[src/rtl/tmr_pkg.sv]
// Shared constants for the TMR fault monitor: health encodings and lane indices.
package tmr_pkg;

  localparam int unsigned NUM_LANES = 3;

  // Lane positions inside fault_flags / lane_failed / err_cnt.
  localparam int unsigned LANE_A = 2;
  localparam int unsigned LANE_B = 1;
  localparam int unsigned LANE_C = 0;

  // Health FSM encodings, visible on the health output.
  localparam logic [1:0] HEALTH_NOMINAL   = 2'd0;
  localparam logic [1:0] HEALTH_TRANSIENT = 2'd1;
  localparam logic [1:0] HEALTH_DEGRADED  = 2'd2;
  localparam logic [1:0] HEALTH_LOST      = 2'd3;

endpackage : tmr_pkg

[src/rtl/tmr_lane_counter.sv]
// Per-lane fault statistics: saturating fault count, consecutive-fault run
// counter and sticky failed flag.
//   clk, rst       : clock, synchronous active-high reset
//   fault          : voter fault flag for this lane
//   clr            : clear; wins over the current sample
//   err_cnt        : saturating count of fault samples (registered)
//   failed         : sticky lane-failed flag (registered)
//   failed_nxt_c   : value failed takes on the next edge (combinational)
//   run_nz_nxt_c   : run counter nonzero after the next edge (combinational)
module tmr_lane_counter
  import tmr_pkg::*;
#(
  parameter int unsigned CNT_W   = 8,
  parameter int unsigned PERSIST = 4
) (
  input  logic             clk,
  input  logic             rst,
  input  logic             fault,
  input  logic             clr,
  output logic [CNT_W-1:0] err_cnt,
  output logic             failed,
  output logic             failed_nxt_c,
  output logic             run_nz_nxt_c
);

  localparam int unsigned       RUN_W   = $clog2(PERSIST + 1);
  localparam logic [RUN_W-1:0]  RUN_MAX = RUN_W'(PERSIST);
  localparam logic [CNT_W-1:0]  CNT_MAX = '1;

  logic [RUN_W-1:0] run_q;
  logic [RUN_W-1:0] run_nxt;
  logic [CNT_W-1:0] cnt_nxt;

  // Next-state for counters and sticky flag.
  always_comb begin
    run_nxt      = run_q;
    cnt_nxt      = err_cnt;
    failed_nxt_c = failed;
    if (clr) begin
      run_nxt      = '0;
      cnt_nxt      = '0;
      failed_nxt_c = 1'b0;
    end else begin
      if (fault) begin
        if (err_cnt != CNT_MAX) cnt_nxt = err_cnt + CNT_W'(1);
        if (run_q != RUN_MAX)   run_nxt = run_q + RUN_W'(1);
      end else begin
        run_nxt = '0;
      end
      // run_nxt can only equal PERSIST on a fault sample since PERSIST >= 1.
      if (run_nxt == RUN_MAX) failed_nxt_c = 1'b1;
    end
    run_nz_nxt_c = (run_nxt != '0);
  end

  // Lane state registers.
  always_ff @(posedge clk) begin
    if (rst) begin
      run_q   <= '0;
      err_cnt <= '0;
      failed  <= 1'b0;
    end else begin
      run_q   <= run_nxt;
      err_cnt <= cnt_nxt;
      failed  <= failed_nxt_c;
    end
  end

endmodule : tmr_lane_counter

[src/rtl/tmr_fault_monitor.sv]
// Monitors triple-voter status: per-lane fault statistics, voter consistency
// check, TMR health FSM, event interrupt and a req/ack clear handshake.
//   clk, rst      : clock, synchronous active-high reset
//   disagreement  : voter disagreement flag
//   fault_flags   : voter per-lane fault flags, [2]=A [1]=B [0]=C
//   clr_req       : clear request level, held until clr_ack
//   clr_ack       : one-cycle clear acknowledge
//   err_cnt       : saturating per-lane fault counts, A in the top slice
//   lane_failed   : sticky per-lane failed flags
//   voter_error   : sticky inconsistent-voter-status flag
//   health        : health FSM state
//   irq           : one-cycle event pulse
module tmr_fault_monitor
  import tmr_pkg::*;
#(
  parameter int unsigned CNT_W   = 8,
  parameter int unsigned PERSIST = 4
) (
  input  logic                        clk,
  input  logic                        rst,
  input  logic                        disagreement,
  input  logic [NUM_LANES-1:0]        fault_flags,
  input  logic                        clr_req,
  output logic                        clr_ack,
  output logic [NUM_LANES*CNT_W-1:0]  err_cnt,
  output logic [NUM_LANES-1:0]        lane_failed,
  output logic                        voter_error,
  output logic [1:0]                  health,
  output logic                        irq
);

  logic                 armed;
  logic                 clr_fire_c;
  logic [NUM_LANES-1:0] failed_nxt_c;
  logic [NUM_LANES-1:0] run_nz_nxt_c;
  logic [1:0]           nfail_nxt_c;
  logic                 inconsistent_c;
  logic                 verr_nxt_c;
  logic [1:0]           health_nxt_c;
  logic                 irq_nxt_c;

  assign clr_fire_c = clr_req & armed;

  // Per-lane counters.
  for (genvar i = 0; i < NUM_LANES; i++) begin : g_lane
    tmr_lane_counter #(
      .CNT_W   (CNT_W),
      .PERSIST (PERSIST)
    ) u_lane (
      .clk          (clk),
      .rst          (rst),
      .fault        (fault_flags[i]),
      .clr          (clr_fire_c),
      .err_cnt      (err_cnt[i*CNT_W +: CNT_W]),
      .failed       (lane_failed[i]),
      .failed_nxt_c (failed_nxt_c[i]),
      .run_nz_nxt_c (run_nz_nxt_c[i])
    );
  end

  // Consistency check, health next-state and interrupt events.
  always_comb begin
    nfail_nxt_c    = 2'(failed_nxt_c[2]) + 2'(failed_nxt_c[1]) + 2'(failed_nxt_c[0]);
    inconsistent_c = (fault_flags[2] & fault_flags[1]) |
                     (fault_flags[2] & fault_flags[0]) |
                     (fault_flags[1] & fault_flags[0]) |
                     (disagreement != (|fault_flags));
    verr_nxt_c     = clr_fire_c ? 1'b0 : (voter_error | inconsistent_c);

    health_nxt_c = health;
    case (health)
      HEALTH_NOMINAL, HEALTH_TRANSIENT: begin
        if (nfail_nxt_c >= 2'd2)      health_nxt_c = HEALTH_LOST;
        else if (nfail_nxt_c == 2'd1) health_nxt_c = HEALTH_DEGRADED;
        else if (|run_nz_nxt_c)       health_nxt_c = HEALTH_TRANSIENT;
        else                          health_nxt_c = HEALTH_NOMINAL;
      end
      HEALTH_DEGRADED: begin
        if (nfail_nxt_c >= 2'd2) health_nxt_c = HEALTH_LOST;
      end
      HEALTH_LOST: health_nxt_c = HEALTH_LOST;
      default:     health_nxt_c = HEALTH_NOMINAL;
    endcase
    if (clr_fire_c) health_nxt_c = HEALTH_NOMINAL;

    irq_nxt_c = ~clr_fire_c &
                ((|(failed_nxt_c & ~lane_failed)) |
                 (verr_nxt_c & ~voter_error) |
                 ((health_nxt_c == HEALTH_LOST) && (health != HEALTH_LOST)));
  end

  // State register, status flags and handshake.
  always_ff @(posedge clk) begin
    if (rst) begin
      health      <= HEALTH_NOMINAL;
      voter_error <= 1'b0;
      irq         <= 1'b0;
      clr_ack     <= 1'b0;
      armed       <= 1'b1;
    end else begin
      health      <= health_nxt_c;
      voter_error <= verr_nxt_c;
      irq         <= irq_nxt_c;
      clr_ack     <= clr_fire_c;
      // Disarm on a clear; re-arm only once clr_req has been seen low.
      if (clr_fire_c)    armed <= 1'b0;
      else if (!clr_req) armed <= 1'b1;
    end
  end

endmodule : tmr_fault_monitor

[config.mk]
export PLATFORM = sky130hd
export DESIGN_NAME = tmr_fault_monitor
export DESIGN_NICKNAME = d
export VERILOG_FILES = /design/src/rtl/tmr_pkg.sv /design/src/rtl/tmr_lane_counter.sv /design/src/rtl/tmr_fault_monitor.sv
export SDC_FILE = /design/constraint.sdc
export NUM_CORES = 1
export LEC_CHECK = 0
export CAP_MARGIN = 20
export CORE_UTILIZATION = 55
export CTS_BUF_LIST = sky130_fd_sc_hd__clkbuf_16
export DETAILED_ROUTE_END_ITERATION = 8
export GPL_TIMING_DRIVEN = 1
export PLACE_DENSITY_LB_ADDON = 0.3
export SYNTH_ARGS = -nofsm -noshare
export SYNTH_HDL_FRONTEND = slang
export SYNTH_SLANG_ARGS = --single-unit
[constraint.sdc]
create_clock -name clk -period 4.1 [get_ports clk]
set_clock_uncertainty 0.1 [all_clocks]
set_input_delay 1.23 -clock clk [delete_from_list [all_inputs] [get_ports clk]]
set_output_delay 1.23 -clock clk [all_outputs]
set_load 0.005 [all_outputs]
==> impl_metrics.yaml, run 1 <==
global_route:
  grt_antenna_before_repair: 0
  number_of_global_route_vias_before_repair: 1660
  wire_length_of_the_first_global_routing_pass_um: 7376
  grt_max_degree: 20
  grt.overflow.total: 0
  global_route.usage.total: 0.2389
timing:
  worst_slack_ps: 975.1
  timing.final.crit_share: 0.7622
  fin_hold_viols: 0
  max-slew-margin-rel: 0.6127
  fmax_mhz: 320.0
  final.setup.tns_ps: 0
  rsz0062_at_grt: "no"
  slew_viol_final: 0
  final.min_clock_period_ps: 3125
  worstMarginPinSlew_ps: 581.0
  finish_stage_setup_viols: 0
yosys:
  yosys_most_used_dff: "sky130_fd_sc_hd__dfxtp_1"
  yosys-top-cells-area: "sky130_fd_sc_hd__dfxtp_1 (42%), sky130_fd_sc_hd__nor2_1 (7.3%), sky130_fd_sc_hd__ha_1 (6.2%)"
  synth_async_sr_flop_share: 0
  ys_seq_area_frac: 0.4171
  synth.lib_cells_used.distinct: 40
  synth_enable_flop_cells: 0
  synth_cells: 229
  register_bit_count_reported_by_yosys: 42
  syn_area_per_cell_sq_um: 8.802
  netlist_area_sq_um: 2016
  post-synth-top-area-fraction: 0.4171
  synth_fp_nets: 246
  synth_area_leader_cell: "sky130_fd_sc_hd__dfxtp_1"
  post-synth-top-count-cell: "sky130_fd_sc_hd__dfxtp_1"
  synth_top_cells_by_count: "sky130_fd_sc_hd__dfxtp_1 (42), sky130_fd_sc_hd__nor2_1 (39), sky130_fd_sc_hd__nand2_1 (16)"
  synth_warnings: 0
detailed_routing:
  drt-total-wl_um: 4227
  vias: 1722
  drt-pass1-iter-count: 4
  remaining_number_of_nets_flagged_by_the_antenna_check_after_routing: 0
  average_via_count_per_standard_cell: 5.484
  detail_route.wl_per_cell_um: 13.46
  drc_errors: 0
  first_iter_violations: 82
cts:
  cts_root_buffer: "sky130_fd_sc_hd__clkbuf_16"
  clock_latency_on_the_worst_skew_pair_ps: 280
  clockBufferDepth: 2
  clk_pin_slew_ps: 60
  clock_buffer_count_from_cts: 5
  cts_resized: 0
  tritoncts: "yes"
  cts-hold-fix-buffers: 0
  post_cts.repair.setup_buffers: 0
  cts_num_sinks: 42
  cts-htree-levels: 2
worst_hold_path:
  hold_end: "clr_ack$_SDFF_PP0_"
  min-delay-path-class: "flip-flop to flip-flop"
  worst_hold_path.num_cells: 2
  min_from: "armed$_SDFFE_PP1P_"
worst_setup_path:
  crit-reg2reg-capture: "health[0]$_SDFF_PP0_"
  timing.critical_path.fanout_max: 7
  cp.arrival_ps: 3230
  critPathKind: "primary input to flip-flop"
  rrSetupSlack_ps: 1670
  startpoint_type: "primary input"
  crit_required_ps: 4210
  critical_path_end_type: "flip-flop"
  ff2ff_path_depth: 11
  rr_startpoint: "g_lane[1].u_lane.run_q[0]$_SDFF_PP0_"
placed_design:
  post-place-ws_ps: 726.1
  dp_hpwl_um: 3015
  port_buffer_count: 38
  placedInstanceArea_sq_um: 2422
  gpl.final_weighted_congestion: 0.8168
outcome:
  result_of_the_run: "complete, no violations"
power_and_ir_drop:
  vdd.ir_drop.worst_v: 0.0002804
  power_leakage_uw: 0.0009761
  powerDensity_nw_per_um2: 338.0
die:
  die_y_um: 62.54
  die_width_um: 62.54
  coreArea_sq_um: 3416
  design.die.area_sq_um: 3911
  boundaryPins: 39
  floorplan.initialDensity: 0.5901
  row_count: 21
final_layout:
  area_growth_pct: 26.75
  multiInputGateArea_sq_um: 1095
  post_route_cells_drive_above_1_share: 0.04104
  antennaDiodeCount: 0
  seq_area_sq_um: 840.8
  fillers: 270
  finalInstanceArea_sq_um: 2555
  final_net_count: 285
flow_run:
  max-cap-violations: 0
-- report_power, final --
part | leakage (uW) | internal [uW] | total, uW | switching (uW)
registers | 0.000341 | 418 | 426 | 8.77
clock network | 0.0000723 | 217 | 364 | 146
logic | 0.000563 | 36.5 | 73.5 | 36.9
total | 0.000976 | 671 | 864 | 192
-- how the worst max path moves through the flow --
| stage | startpoint | slack (ps) | cells after the start | endpoint |
|---|---|---|---|---|
| floorplan | fault_flags[0] | 1420 | 9 | health[0]$_SDFF_PP0_ |
| global placement | fault_flags[0] | 820 | 9 | health[0]$_SDFF_PP0_ |
| detailed placement | fault_flags[0] | 730 | 9 | health[0]$_SDFF_PP0_ |
| CTS | fault_flags[0] | 1010 | 9 | health[0]$_SDFF_PP0_ |
| global route | fault_flags[0] | 810 | 9 | health[0]$_SDFF_PP0_ |
| finish | fault_flags[0] | 980 | 9 | health[0]$_SDFF_PP0_ |
-- flip-flops by register name, indices dropped and copies added (netlist names) --
name / count
armed: 1
health: 2
clr_ack: 1
g_lane.u_lane.run_q: 9
voter_error: 1
g_lane.u_lane.err_cnt: 24
irq: 1
g_lane.u_lane.failed: 3
-- final cells by class --
cell class | count | area share
Clock buffer | 5 | 0.04897
Clock inverter | 2 | 0.002938
Inverter | 11 | 0.01616
Multi-Input combinational cell | 169 | 0.4285
Sequential cell | 42 | 0.3291
Tap cell | 46 | 0.02253
Timing Repair Buffer | 39 | 0.1518
-- metrics by stage --
stage | total power (uW) | utilization | hold slack [ps] | cells
2_1_floorplan | 476.6 | - | 347.9 | 229
3_3_place_gp | 505.6 | 0.7092 | 367.4 | 307
3_5_place_dp | 508.2 | 0.7092 | 372.7 | 307
4_1_cts | 869.8 | 0.7480 | 381.6 | 314
5_1_grt | 896.9 | 0.7480 | 409.8 | 314
6_report | 863.7 | 0.7480 | 378.1 | 314
-- worst max-delay path: stages --
cell,delay (ps)
sky130_fd_sc_hd__clkdlybuf4s50_1,630
sky130_fd_sc_hd__o211ai_1,220
sky130_fd_sc_hd__o21bai_1,290
sky130_fd_sc_hd__xnor2_1,150
sky130_fd_sc_hd__a21oi_1,60
sky130_fd_sc_hd__ha_1,270
sky130_fd_sc_hd__nor2_1,140
sky130_fd_sc_hd__o31ai_1,100
sky130_fd_sc_hd__a31oi_1,140
-- cell usage in the layout (no fill, tap or decap), types with 3 or more instances in the layout --
master / instances
sky130_fd_sc_hd__dfxtp_1: 42
sky130_fd_sc_hd__nor2_1: 39
sky130_fd_sc_hd__clkdlybuf4s50_1: 38
sky130_fd_sc_hd__nand2_1: 16
sky130_fd_sc_hd__inv_1: 13
sky130_fd_sc_hd__xnor2_1: 12
sky130_fd_sc_hd__a21oi_1: 10
sky130_fd_sc_hd__xor2_1: 10
sky130_fd_sc_hd__ha_1: 10
sky130_fd_sc_hd__o211ai_1: 6
sky130_fd_sc_hd__nand3_1: 6
sky130_fd_sc_hd__and3_1: 6
sky130_fd_sc_hd__nand4_1: 6
sky130_fd_sc_hd__mux2i_1: 5
sky130_fd_sc_hd__o21ai_0: 5
sky130_fd_sc_hd__clkbuf_16: 5
sky130_fd_sc_hd__a31oi_1: 3
sky130_fd_sc_hd__nand2b_1: 3
sky130_fd_sc_hd__o21a_1: 3
sky130_fd_sc_hd__and4_1: 3
sky130_fd_sc_hd__or3_1: 3
sky130_fd_sc_hd__nor3_1: 3
-- kinds of logic (layout without fill, tap and decap cells) --
| logic type | after synthesis | count (layout) | synth area share |
|---|---|---|---|
| xor+xnor | 22 | 22 | 0.09559 |
| flops | 42 | 42 | 0.4171 |
| fa+ha+maj | 10 | 10 | 0.06207 |
| mux | 5 | 5 | 0.02483 |
| compound gates | 36 | 36 | 0.1204 |
| buf+inv | 18 | 57 | 0.03972 |
| simple gates | 96 | 96 | 0.2402 |
-- layer usage --
layer | routed length, um | track usage | vias to the layer above
li1 | - | - | 868
met3 | 186 | 0.04380 | 9
met4 | 91 | 0.1163 | 0
met1 | 1967 | 0.2995 | 798
met5 | 0 | 0 | -
met2 | 1983 | 0.3927 | 47
No activity file was read; power rests on OpenSTA's default activity.
==> run 2, diff against run 1 <==
--- a/config.mk
+++ b/config.mk
@@ -6,7 +6,7 @@
 export NUM_CORES = 1
 export LEC_CHECK = 0
 export CAP_MARGIN = 20
-export CORE_UTILIZATION = 55
+export CORE_UTILIZATION = 46
 export CTS_BUF_LIST = sky130_fd_sc_hd__clkbuf_16
 export DETAILED_ROUTE_END_ITERATION = 8
 export GPL_TIMING_DRIVEN = 1
==> constraint.sdc (replaced) <==
create_clock -name clk -period 2.76 [get_ports clk]
set_clock_uncertainty 0.1 [all_clocks]
set_input_delay 0.828 -clock clk [delete_from_list [all_inputs] [get_ports clk]]
set_output_delay 0.828 -clock clk [all_outputs]
set_load 0.005 [all_outputs]
==> run 2 against run 1 <==
  * Utilization decreased by 9.9 points
  * Wire length decreased by 4.7%
  * Critical path depth is 1 lower
  * Cell area increased by 4.5%
  * Die area rose by 19%
  * Critical endpoint unchanged
  * Combinational power is 54% higher
  * Cell count up 3.8%
  * Sequential share of layout area down 1.4 points
==> impl_metrics.yaml, run 2 (same netlist as run 1, synthesis figures left out) <==
timing:
  final.min_clock_period_ps: 2372
  finish_stage_setup_viols: 0
  fin_hold_viols: 0
  fmax_mhz: 421.7
  timing.hold.ws_ps: 394.0
  worst_slack_ps: 388.5
  worstMarginPinSlew_ps: 500.3
  timing.final.crit_share: 0.8592
  slew_viol_final: 0
  final.setup.tns_ps: 0
  max-slew-margin-rel: 0.6665
  rsz0062_at_grt: "no"
placed_design:
  dp_hpwl_um: 2836
  gpl.final_weighted_congestion: 0.8284
  post-place-ws_ps: 101.2
  port_buffer_count: 38
  post-place-cells: 318
die:
  die_width_um: 68.20
  coreArea_sq_um: 4115
  floorplan.initialDensity: 0.4898
  row_count: 23
  die_y_um: 68.20
  boundaryPins: 39
  design.die.area_sq_um: 4651
global_route:
  wire_length_of_the_first_global_routing_pass_um: 6665
  grt_antenna_before_repair: 0
  number_of_global_route_vias_before_repair: 1555
  grt_max_degree: 33
  grt.overflow.total: 0
  global_route.usage.total: 0.1932
final_layout:
  post_route_cells_drive_above_1_share: 0.07246
  largest_registers: "g_lane.u_lane.err_cnt (24), g_lane.u_lane.run_q (9), g_lane.u_lane.failed (3)"
  final_net_count: 292
  area_growth_pct: 32.40
  seq_area_sq_um: 840.8
  multiInputGateArea_sq_um: 1095
  max_reg_flops: 24
  final_common_cell: "sky130_fd_sc_hd__dfxtp_1"
  antennaDiodeCount: 0
  most-common-layout-cells: "sky130_fd_sc_hd__dfxtp_1 (42), sky130_fd_sc_hd__nor2_1 (39), sky130_fd_sc_hd__clkdlybuf4s50_1 (38)"
  fin_cells: 326
  fillers: 348
  regMostFlops: "g_lane.u_lane.err_cnt"
cts:
  cts-hold-fix-buffers: 0
  cts_root_buffer: "sky130_fd_sc_hd__clkbuf_16"
  cts-htree-levels: 2
  tritoncts: "yes"
  clockBufferDepth: 2
  post_cts.repair.setup_buffers: 0
  clock_buffer_count_from_cts: 5
  clk_pin_slew_ps: 60
  clock_latency_on_the_worst_skew_pair_ps: 280
  cts_resized: 0
  cts_num_sinks: 42
worst_setup_path:
  timing.critical_path.max_delay_family: "compound AO/OA/AOI/OAI gates"
  critical_path_end_type: "flip-flop"
  worst-path-buf-inv: 1
  worst_path_most_repeated_cell: "sky130_fd_sc_hd__a31oi_1"
  critPathKind: "primary input to flip-flop"
  crit_path_cell_trace: "clkdlybuf4s50_1 > o211ai_1 > o21bai_1 > xnor2_1 > a21oi_1 > ha_1 > a31oi_1 > a31oi_1"
  critical_path.max_stage_delay_ps: 490
  cp.arrival_ps: 2430
  timing.critical_path.fanout_max: 3
  crit_required_ps: 2820
  startpoint_type: "primary input"
  slowest_stage_cell_crit_path: "sky130_fd_sc_hd__clkdlybuf4s50_1"
detailed_routing:
  remaining_number_of_nets_flagged_by_the_antenna_check_after_routing: 0
  detail_route.wl_per_cell_um: 12.35
  average_via_count_per_standard_cell: 5.233
  drt-pass1-iter-count: 5
  drc_errors: 0
  first_iter_violations: 41
  vias: 1706
  drt-total-wl_um: 4027
power_and_ir_drop:
  power_leakage_uw: 0.001028
  powerDensity_nw_per_um2: 556.5
  vdd.ir_drop.worst_v: 0.0003265
outcome:
  result_of_the_run: "complete, no violations"
worst_hold_path:
  min-delay-path-class: "flip-flop to flip-flop"
flow_run:
  max-cap-violations: 0
## run 2: cell types whose count changed in the layout (fill, tap and decap cells not counted)
| cell | previous run | this run |
|---|---|---|
| sky130_fd_sc_hd__buf_4 | 1 | 8 |
| sky130_fd_sc_hd__bufinv_16 | 0 | 2 |
| sky130_fd_sc_hd__clkinv_1 | 0 | 1 |
| sky130_fd_sc_hd__inv_1 | 13 | 11 |
## run 2: worst reg2reg max path: cells and delay by family, from the launching register on
kind / cells / cell delay, ps
AOI/OAI and AO/OA: 5 / 770
adders and majority gates: 2 / 500
DFF: 1 / 390
and+or+nand+nor: 2 / 220
xor gates and xnor gates: 1 / 130
buffers and inverters: 1 / 100
## run 2: where the power goes
part	internal [uW]	total (uW)	switching, uW
Sequential	620	632	12.4
Combinational	58.3	113	54.9
Clock	515	740	225
## run 2: per-layer routing
metal  global-route usage  up-vias  wire, um  share of wire
li1                     -      883         -              -
met1               0.2393      785      2063           0.51
met2               0.3039       31      1702           0.42
met3              0.06833        7       200          0.050
met4              0.07552        0        61          0.015
met5                    0        -         0              0
## run 2: path summary, 6_finish.rpt
check / startpoint / endpoint / slack (ps) / cells past startpoint
max reg2reg: g_lane[2].u_lane.run_q[0]$_SDFF_PP0_ / health[0]$_SDFF_PP0_ / 470 / 11
max: fault_flags[0] / health[0]$_SDFF_PP0_ / 390 / 8
min reg2reg: armed$_SDFFE_PP1P_ / clr_ack$_SDFF_PP0_ / 390 / 2
min: armed$_SDFFE_PP1P_ / clr_ack$_SDFF_PP0_ / 390 / 2
## run 2: stage by stage
| step | total power (uW) | area [sq um] | util |
|---|---|---|---|
| after floorplan | 708.0 | 2016 | - |
| after global placement | 757.0 | 2480 | 0.6026 |
| after detailed placement | 758.8 | 2480 | 0.6026 |
| after CTS | 1506 | 2669 | 0.6485 |
| after global routing | 1547 | 2669 | 0.6485 |
| final | 1485 | 2669 | 0.6485 |
## run 2: area by class of cell
cell class / count / area share
sequential: 42 / 0.3150
inverter: 11 / 0.01547
multi-input combinational: 169 / 0.4102
tap: 50 / 0.02344
clock buffer: 5 / 0.04688
timing repair buffer: 46 / 0.1650
clock inverter: 3 / 0.02391
==> run 3, diff against run 2 <==
--- a/config.mk
+++ b/config.mk
@@ -10,6 +10,7 @@
 export CTS_BUF_LIST = sky130_fd_sc_hd__clkbuf_16
 export DETAILED_ROUTE_END_ITERATION = 8
 export GPL_TIMING_DRIVEN = 1
+export MAX_ROUTING_LAYER = met4
 export PLACE_DENSITY_LB_ADDON = 0.3
 export SYNTH_ARGS = -nofsm -noshare
 export SYNTH_HDL_FRONTEND = slang
==> run 3 against run 2 <==
  * Hold slack did not move
  * Count of clock-buffer cells in the layout stayed put
  * Highest routed layer unchanged
  * Worst setup slack worse by 2.8 ps
  * Via count shrank 0.59%
  * Critical endpoint unchanged
  * Utilization unchanged
  * Wire length rose by 0.27%
  * Power is 0.17% higher
  * Register-to-register slack barely moved
  * Sequential share of layout area did not move
  * Global-route usage increased by 0.66 points
==> impl_metrics.yaml, run 3 (same netlist as run 1, synthesis figures left out) <==
final_layout:
  largest_registers: "g_lane.u_lane.err_cnt (24), g_lane.u_lane.run_q (9), g_lane.u_lane.failed (3)"
  seq_area_sq_um: 840.8
  antennaDiodeCount: 0
  regMostFlops: "g_lane.u_lane.err_cnt"
  most-common-layout-cells: "sky130_fd_sc_hd__dfxtp_1 (42), sky130_fd_sc_hd__nor2_1 (39), sky130_fd_sc_hd__clkdlybuf4s50_1 (38)"
  area_growth_pct: 32.40
  max_reg_flops: 24
  fillers: 348
  finalInstanceArea_sq_um: 2669
  final_common_cell: "sky130_fd_sc_hd__dfxtp_1"
  final_net_count: 292
  post_route_cells_drive_above_1_share: 0.07246
  multiInputGateArea_sq_um: 1095
cts:
  tritoncts: "yes"
  clockBufferDepth: 2
  clk_pin_slew_ps: 60
  cts-htree-levels: 2
  cts-hold-fix-buffers: 0
  cts_resized: 0
  cts_num_sinks: 42
  clock_latency_on_the_worst_skew_pair_ps: 280
  cts_root_buffer: "sky130_fd_sc_hd__clkbuf_16"
  post_cts.repair.setup_buffers: 0
  clock_buffer_count_from_cts: 5
power_and_ir_drop:
  power_leakage_uw: 0.001028
  powerDensity_nw_per_um2: 557.4
  vdd.ir_drop.worst_v: 0.0003260
detailed_routing:
  drt-total-wl_um: 4038
  drc_errors: 0
  vias: 1696
  average_via_count_per_standard_cell: 5.202
  detail_route.wl_per_cell_um: 12.39
  drt-pass1-iter-count: 4
  remaining_number_of_nets_flagged_by_the_antenna_check_after_routing: 0
  first_iter_violations: 49
global_route:
  grt_max_degree: 33
  number_of_global_route_vias_before_repair: 1555
  global_route.usage.total: 0.1999
  grt_antenna_before_repair: 0
  grt.overflow.total: 0
  wire_length_of_the_first_global_routing_pass_um: 6672
placed_design:
  port_buffer_count: 38
  gpl.final_weighted_congestion: 0.8410
  dp_hpwl_um: 2836
  placedInstanceArea_sq_um: 2480
die:
  floorplan.initialDensity: 0.4898
  row_count: 23
  design.die.area_sq_um: 4651
  die_y_um: 68.20
  boundaryPins: 39
  die_width_um: 68.20
  coreArea_sq_um: 4115
timing:
  rsz0062_at_grt: "no"
  slew_viol_final: 0
  worstMarginPinSlew_ps: 500.3
  final.setup.tns_ps: 0
  max-slew-margin-rel: 0.6664
  finish_stage_setup_viols: 0
  timing.final.crit_share: 0.8603
  fmax_mhz: 421.2
  final.min_clock_period_ps: 2374
  fin_hold_viols: 0
flow_run:
  max-cap-violations: 0
worst_setup_path:
  cp.arrival_ps: 2430
  critPathKind: "primary input to flip-flop"
  startpoint_type: "primary input"
  crit_required_ps: 2820
  timing.critical_path.fanout_max: 3
  critical_path_end_type: "flip-flop"
worst_hold_path:
  min-delay-path-class: "flip-flop to flip-flop"
outcome:
  result_of_the_run: "complete, no violations"
==> run 3: cell counts in the layout (fill, tap and decap cells not counted) <==
Identical to the previous run, type by type.
==> run 3: per-stage QoR <==
step	std cells	hold WS, ps	setup WS, ps	total power (uW)	utilization
3_5_place_dp	318	385.5	101.2	758.8	0.6026
6_report	326	394.0	385.7	1488	0.6485
5_1_grt	326	446.9	249.9	1549	0.6485
4_1_cts	326	395.2	396.3	1506	0.6485
3_3_place_gp	318	382.0	121.9	757.0	0.6026
2_1_floorplan	229	347.9	480.4	708.0	-
==> run 3: path summary, 6_finish.rpt <==
path	slack, ps	to	depth (start not counted)	from
setup / recovery	390	health[0]$_SDFF_PP0_	8	fault_flags[0]
hold / removal	390	clr_ack$_SDFF_PP0_	2	armed$_SDFFE_PP1P_
setup reg to reg	460	health[0]$_SDFF_PP0_	11	g_lane[2].u_lane.run_q[0]$_SDFF_PP0_
hold reg to reg	390	clr_ack$_SDFF_PP0_	2	armed$_SDFFE_PP1P_
==> run 3: final cells by class <==
| class | instances | share of cell area |
|---|---|---|
| Multi-Input combinational cell | 169 | 0.4102 |
| Sequential cell | 42 | 0.3150 |
| Timing Repair Buffer | 46 | 0.1650 |
| Clock buffer | 5 | 0.04688 |
| Clock inverter | 3 | 0.02391 |
| Tap cell | 50 | 0.02344 |
| Inverter | 11 | 0.01547 |
==> run 3: where the power goes <==
group / switching [uW] / internal [uW] / leakage [uW]
sequential: 12.3 / 620 / 0.000341
combinational: 54.8 / 58.3 / 0.000596
clock: 227 / 515 / 0.0000915
==> run 3: routing by layer <==
layer,part of all wire,global-route usage
met3,0.045,0.07333
met2,0.43,0.3039
met1,0.51,0.2393
met5,0,-
met4,0.016,0.07552
==> run 3: critical path, cell delays in order <==
cell	delay (ps)
sky130_fd_sc_hd__clkdlybuf4s50_1	490
sky130_fd_sc_hd__o211ai_1	110
sky130_fd_sc_hd__o21bai_1	220
sky130_fd_sc_hd__xnor2_1	140
sky130_fd_sc_hd__a21oi_1	60
sky130_fd_sc_hd__ha_1	180
sky130_fd_sc_hd__a31oi_1	260
sky130_fd_sc_hd__a31oi_1	130
